<file path="src/rtl/rvb_pkg.sv">
// rtl/rvb_pkg.sv - shared constants and index helpers for bitmanip permutation units
package rvb_pkg;

    localparam int XLEN_32     = 32;
    localparam int XLEN_64     = 64;
    localparam int MODE_UNSHFL = 0;

    // Return idx with its bit positions p and q exchanged.
    function automatic int idxswap(input int idx, input int p, input int q);
        int bp;
        int bq;
        int r;
        bp = (idx >> p) & 1;
        bq = (idx >> q) & 1;
        r  = idx & ~((1 << p) | (1 << q));
        r  = r | (bp << q) | (bq << p);
        return r;
    endfunction

endpackage

</file>
<file path="src/rtl/rvb_zip_seg.sv">
// rtl/rvb_zip_seg.sv - combinational slice of the shfl/unshfl swap network
module rvb_zip_seg
    import rvb_pkg::*;
#(
    parameter int XLEN  = 32,
    parameter int FIRST = 0,
    parameter int LAST  = 0
) (
    input  logic [XLEN-1:0]         data,
    input  logic [$clog2(XLEN)-1:0] mode,
    output logic [XLEN-1:0]         result
);

    localparam int LOG2X = $clog2(XLEN);
    localparam int NSTEP = LOG2X - 1;

    // FIRST..LAST are positions in the application sequence, not level numbers:
    // shfl visits levels from the top down, unshfl from level 1 up, so the same
    // segment covers mirrored levels depending on direction.
    function automatic logic [XLEN-1:0] swap_level(input logic [XLEN-1:0] x, input int lvl);
        logic [XLEN-1:0] y;
        for (int i = 0; i < XLEN; i++) begin
            y[i] = x[idxswap(i, lvl, lvl - 1)];
        end
        return y;
    endfunction

    logic [XLEN-1:0] shfl_val;
    logic [XLEN-1:0] unshfl_val;

    // Apply this segment's levels in both orders, then select by direction bit.
    always_comb begin
        shfl_val   = data;
        unshfl_val = data;
        for (int p = 0; p < NSTEP; p++) begin
            if (p >= FIRST && p <= LAST && mode[NSTEP - p] == 1'b1) begin
                shfl_val = swap_level(shfl_val, NSTEP - p);
            end
            if (p >= FIRST && p <= LAST && mode[1 + p] == 1'b1) begin
                unshfl_val = swap_level(unshfl_val, 1 + p);
            end
        end
        result = mode[MODE_UNSHFL] ? unshfl_val : shfl_val;
    end

endmodule

</file>
<file path="src/rtl/rvb_genzip_pipe.sv">
// rtl/rvb_genzip_pipe.sv - elastic pipelined generalised zip/unzip unit
module rvb_genzip_pipe
    import rvb_pkg::*;
#(
    parameter int XLEN = 32,
    parameter int PIPE = 1
) (
    input  logic                    clock,
    input  logic                    resetn,
    input  logic                    flush,
    input  logic                    din_valid,
    output logic                    din_ready,
    input  logic [XLEN-1:0]         din_data,
    input  logic [$clog2(XLEN)-1:0] din_mode,
    output logic                    dout_valid,
    input  logic                    dout_ready,
    output logic [XLEN-1:0]         dout_data
);

    localparam int LOG2X  = $clog2(XLEN);
    localparam int NSTEP  = LOG2X - 1;
    localparam int SEGLEN = (NSTEP + PIPE) / (PIPE + 1);

    if ((XLEN != XLEN_32 && XLEN != XLEN_64) || PIPE < 0 || PIPE > 2) begin : g_bad_param
        $error("rvb_genzip_pipe: unsupported XLEN or PIPE");
    end

    // Boundary g sits in front of segment g; boundary 0 is the unit input.
    logic [PIPE:0]          vld;
    logic [PIPE:0]          rdy;
    logic [XLEN-1:0]        seg_din  [0:PIPE];
    logic [LOG2X-1:0]       seg_mode [0:PIPE];
    logic [XLEN-1:0]        seg_dout [0:PIPE];

    assign vld[0]      = din_valid;
    assign seg_din[0]  = din_data;
    assign seg_mode[0] = din_mode;

    assign din_ready  = rdy[0];
    assign dout_valid = vld[PIPE];
    assign dout_data  = seg_dout[PIPE];

    // A boundary can accept when its slice is empty or the slice drains this cycle.
    always_comb begin
        rdy       = '0;
        rdy[PIPE] = dout_ready;
        for (int g = PIPE - 1; g >= 0; g--) begin
            rdy[g] = !vld[g + 1] || rdy[g + 1];
        end
    end

    for (genvar g = 0; g <= PIPE; g++) begin : g_stage
        localparam int FIRST_STEP = g * SEGLEN;
        localparam int LAST_STEP  = (g == PIPE) ? NSTEP - 1
                                  : (((g + 1) * SEGLEN < NSTEP) ? (g + 1) * SEGLEN - 1 : NSTEP - 1);

        rvb_zip_seg #(
            .XLEN  (XLEN),
            .FIRST (FIRST_STEP),
            .LAST  (LAST_STEP)
        ) u_seg (
            .data   (seg_din[g]),
            .mode   (seg_mode[g]),
            .result (seg_dout[g])
        );

        if (g < PIPE) begin : g_slice
            logic              valid_q;
            logic [XLEN-1:0]   data_q;
            logic [LOG2X-1:0]  mode_q;

            // Slice register: flush empties it, otherwise load on handshake.
            always_ff @(posedge clock or negedge resetn) begin
                if (!resetn) begin
                    valid_q <= 1'b0;
                    data_q  <= '0;
                    mode_q  <= '0;
                end else if (flush) begin
                    valid_q <= 1'b0;
                end else begin
                    if (rdy[g]) begin
                        valid_q <= vld[g];
                    end
                    if (vld[g] && rdy[g]) begin
                        data_q <= seg_dout[g];
                        mode_q <= seg_mode[g];
                    end
                end
            end

            assign vld[g + 1]      = valid_q;
            assign seg_din[g + 1]  = data_q;
            assign seg_mode[g + 1] = mode_q;
        end
    end

endmodule

</file>
<file path="config.mk">
export PLATFORM = sky130hd
export DESIGN_NAME = rvb_genzip_pipe
export DESIGN_NICKNAME = d
export VERILOG_FILES = /design/src/rtl/rvb_pkg.sv /design/src/rtl/rvb_zip_seg.sv /design/src/rtl/rvb_genzip_pipe.sv
export SDC_FILE = /design/constraint.sdc
export NUM_CORES = 1
export LEC_CHECK = 0
export BUFFER_PORTS_ARGS = -buffer_cell sky130_fd_sc_hd__buf_4
export CAP_MARGIN = 20
export CELL_PAD_IN_SITES_DETAIL_PLACEMENT = 0
export CELL_PAD_IN_SITES_GLOBAL_PLACEMENT = 2
export CORE_MARGIN = 3
export CORE_UTILIZATION = 33
export DETAILED_ROUTE_END_ITERATION = 10
export PLACE_DENSITY_LB_ADDON = 0.05
export SYNTH_ARGS = -nofsm -noshare
export SYNTH_HDL_FRONTEND = slang
export SYNTH_SLANG_ARGS = --single-unit
</file>
<file path="constraint.sdc">
create_clock -name clock -period 2.05 [get_ports clock]
set_clock_uncertainty 0.2 [all_clocks]
set_input_delay 0.41 -clock clock [delete_from_list [all_inputs] [get_ports clock]]
set_output_delay 0.41 -clock clock [all_outputs]
set_load 0.05 [all_outputs]
</file>
==> impl_metrics.toml <==
[power]
p_sw_mw = 1.92
seqPwrFrac_pct = 24.3
intPower_mw = 2.48
clkPwrFrac_pct = 18.0
ir_drop_mv = 0.398
power_mw = 4.40
leakage_nw = 1.99
swShare_pct = 43.7
pwr-share-comb_pct = 57.6
power_density_nw_per_um2 = 943

[routing]
viasPerCell = 5.42
avgRoutedWirePerCell_um = 18.0
first_pass_iters = 6
drc = 0
antenna_left = 0
vias = 3167
finalWirelength_um = 10500
drtIter0Drc = 178

[floorplan]
core_area_um2 = 9460
die_w_um = 106
rows = 35
io_pins = 76
die-area_um2 = 11200
initial_core_util_pct = 34.8
die_h_um = 106

[setup_path]
cp-start-kind = "flip-flop"
r2r-end = "g_stage[0].g_slice.data_q[31]"
path_common_cell = "buf_4"
reg2reg_from = "dout_valid"
crit_chain = "buf_12 -> buf_4 -> mux2i_1 -> a211oi_1 -> o21bai_1 -> buf_4"
cp.arrival_ns = 1.65
worst-path-max-fanout = 11
cp_slowest_cell = "dfrtp_1"
required_ns = 1.44
endpoint_kind = "output port"
r2r_setup_slack_ns = 0.45
critPathKind = "flip-flop to output port"
cp_slowest_stage_delay_ns = 0.41
worstRegToRegCells = 4

[timing]
finalCritPeriodShare_pct = 110
tightest_slew_ns = 0.518
slew_headroom_pct = 65.5
fmaxAchievable_mhz = 442
finalMaxSlewViolations = 0
fin_ws_ns = -0.213
final.min_clock_period_ns = 2.26
setup_viol = 30
hold_violations = 0
rsz0062_at_grt = "yes"
setup_tns_ns = -4.18

[finish]
fin_nets = 496
fin_area_um2 = 4670
drive_gt1_share_pct = 46.4
syn_to_final_growth_pct = 41.6
final_common_cell = "buf_4"
diodes = 0
fin_util_pct = 49.3
final_cell_mix = "buf_4 (73), mux2i_1 (36), dfrtp_1 (36), buf_6 (35), mux2_2 (32)"

[placed_design]
gp_congestion = 0.846
dp_hpwl_um = 7780
io_buffers = 75
dpl_cell_area_um2 = 4120

[logic_synthesis]
syn_avg_cell_area_um2 = 8.98
ys_seq_area_share_pct = 28.9
synth_cell_types = 41
synth-edff-count = 0
ys_dominant_reg_cell = "dfrtp_1"
async_flop_share_pct = 100
synthesis.instances = 367
yosys_warnings = 0
syn-num-nets = 409
syn_area_um2 = 3290
ys_ff_latch = 38

[status]
violations = "negative setup slack"
outcome = "finished, violations left"

[clocking]
cts_buffers = 5
clock_latency_ns = 0.28
htreeDepth = 2
clkTransAtPathRegs_ns = 0.08
clock_path_buffers = 2
cts_tree = "done"
clock_sinks = 38
clockRootBuffer = "clkbuf_8"

[global_routing]
busiest_layer = "met1"
met3_usage_pct = 2.25
antenna_found_initial = 0
grt_max_degree = 39
grt_use_total_pct = 18.7
grt.met1_usage_pct = 29.0
first_global_vias = 3051
gr-total-overflow = 0
grt_use_met2_pct = 27.8
grt_first_pass_wirelength_um = 16800

[job]
drv_cap = 0

[worst_hold_path]
worstHoldPathType = "input port to flip-flop"
hold_path_depth = 2
min-delay-start = "flush"
holdPathEnd = "dout_valid"
==> how the worst max path moves through the flow <==
stage	depth (start not counted)	endpoint	slack, ns	startpoint
after floorplan	3	dout_data[12]	-0.18	g_stage[0].g_slice.mode_q[0]
after detailed placement	5	dout_data[10]	0.02	g_stage[0].g_slice.mode_q[2]
final	6	dout_data[5]	-0.21	g_stage[0].g_slice.mode_q[2]
after global placement	5	dout_data[22]	0.04	g_stage[0].g_slice.mode_q[3]
after global routing	6	dout_data[5]	-0.32	g_stage[0].g_slice.mode_q[2]
after CTS	6	dout_data[6]	-0.25	g_stage[0].g_slice.mode_q[2]
==> stage by stage <==
step                      hold WS [ns]  worst slack (ns)  cells
final                           0.0771            -0.213    584
after floorplan                -0.0856            -0.183    367
after global routing            0.0728            -0.317    584
after CTS                       0.0659            -0.248    580
after detailed placement         0.227            0.0233    561
after global placement           0.224            0.0386    561
==> sequential cells by signal (all words and copies together) (netlist names) <==
register and flops:
dout_valid 1, g_stage.g_slice.mode_q 5, g_stage.g_slice.data_q 32
==> layout make-up <==
class	instances	area, um^2
well taps	129	161
clock buffers	6	82.6
fillers	946	4790
clock inverters	2	60.1
inverters	7	26.3
multi-input cells	287	2310
flip-flops and latches	38	953
repair buffers	115	1070
==> synth_stat cells, drive strengths merged, types with 3 or more instances <==
master  number  share of area [%]
or2          3               0.57
nand2       21                2.4
a222oi       8                2.4
a21oi       35                5.3
nand2b      12                2.3
clkbuf       9                1.1
a31oi       13                2.5
a22oi        8                1.8
nor2         9                1.2
mux2        40                 14
nor2b       15                2.8
a211oi      14                3.3
o21ai       39                5.9
dfrtp       38                 29
o21bai       3               0.68
mux2i       38                 12
o211ai       9                2.1
inv          5               0.57
buf         26                5.9
==> routing by layer <==
metal | part of all wire (%) | routed length (um) | up-vias
met5 | 0 | 0 | -
met1 | 51 | 5370 | 1513
met4 | 0.88 | 92 | 0
li1 | - | - | 1555
met2 | 44 | 4580 | 91
met3 | 4.4 | 460 | 8
==> cells by family after synthesis <==
logic type	after synthesis	share of synthesized area (%)
AOI/OAI and AO/OA	142	27.1
muxes	78	25.6
and+or+nand+nor	67	10.7
buffers and inverters	42	7.75
DFF	38	28.9
==> power groups by stage <==
| stage | Combinational (mW) | Sequential, mW | Clock [mW] |
|---|---|---|---|
| floorplan | 1.60 | 0.988 | 0 |
| global placement | 2.19 | 1.06 | 0 |
| detailed placement | 2.20 | 1.07 | 0 |
| CTS | 2.45 | 1.07 | 0.814 |
| global route | 2.70 | 1.10 | 0.837 |
| finish | 2.53 | 1.07 | 0.794 |
==> timing repair <==
action	4_1_cts	5_1_grt
endpoints found under the hold margin	38	0
endpoints found under the setup margin	31	30
hold buffers	1	0
pin swaps	17	11
setup buffers	10	4
gates resized for setup	57	20
==> critical path, delay by kind of cell, from the launching register on <==
family	cells	cell delay, ns
buffers and inverters	3	0.50
DFF	1	0.41
muxes	1	0.13
AOI/OAI and AO/OA	2	0.32
Note: power is estimated with default switching activity, not from simulation.
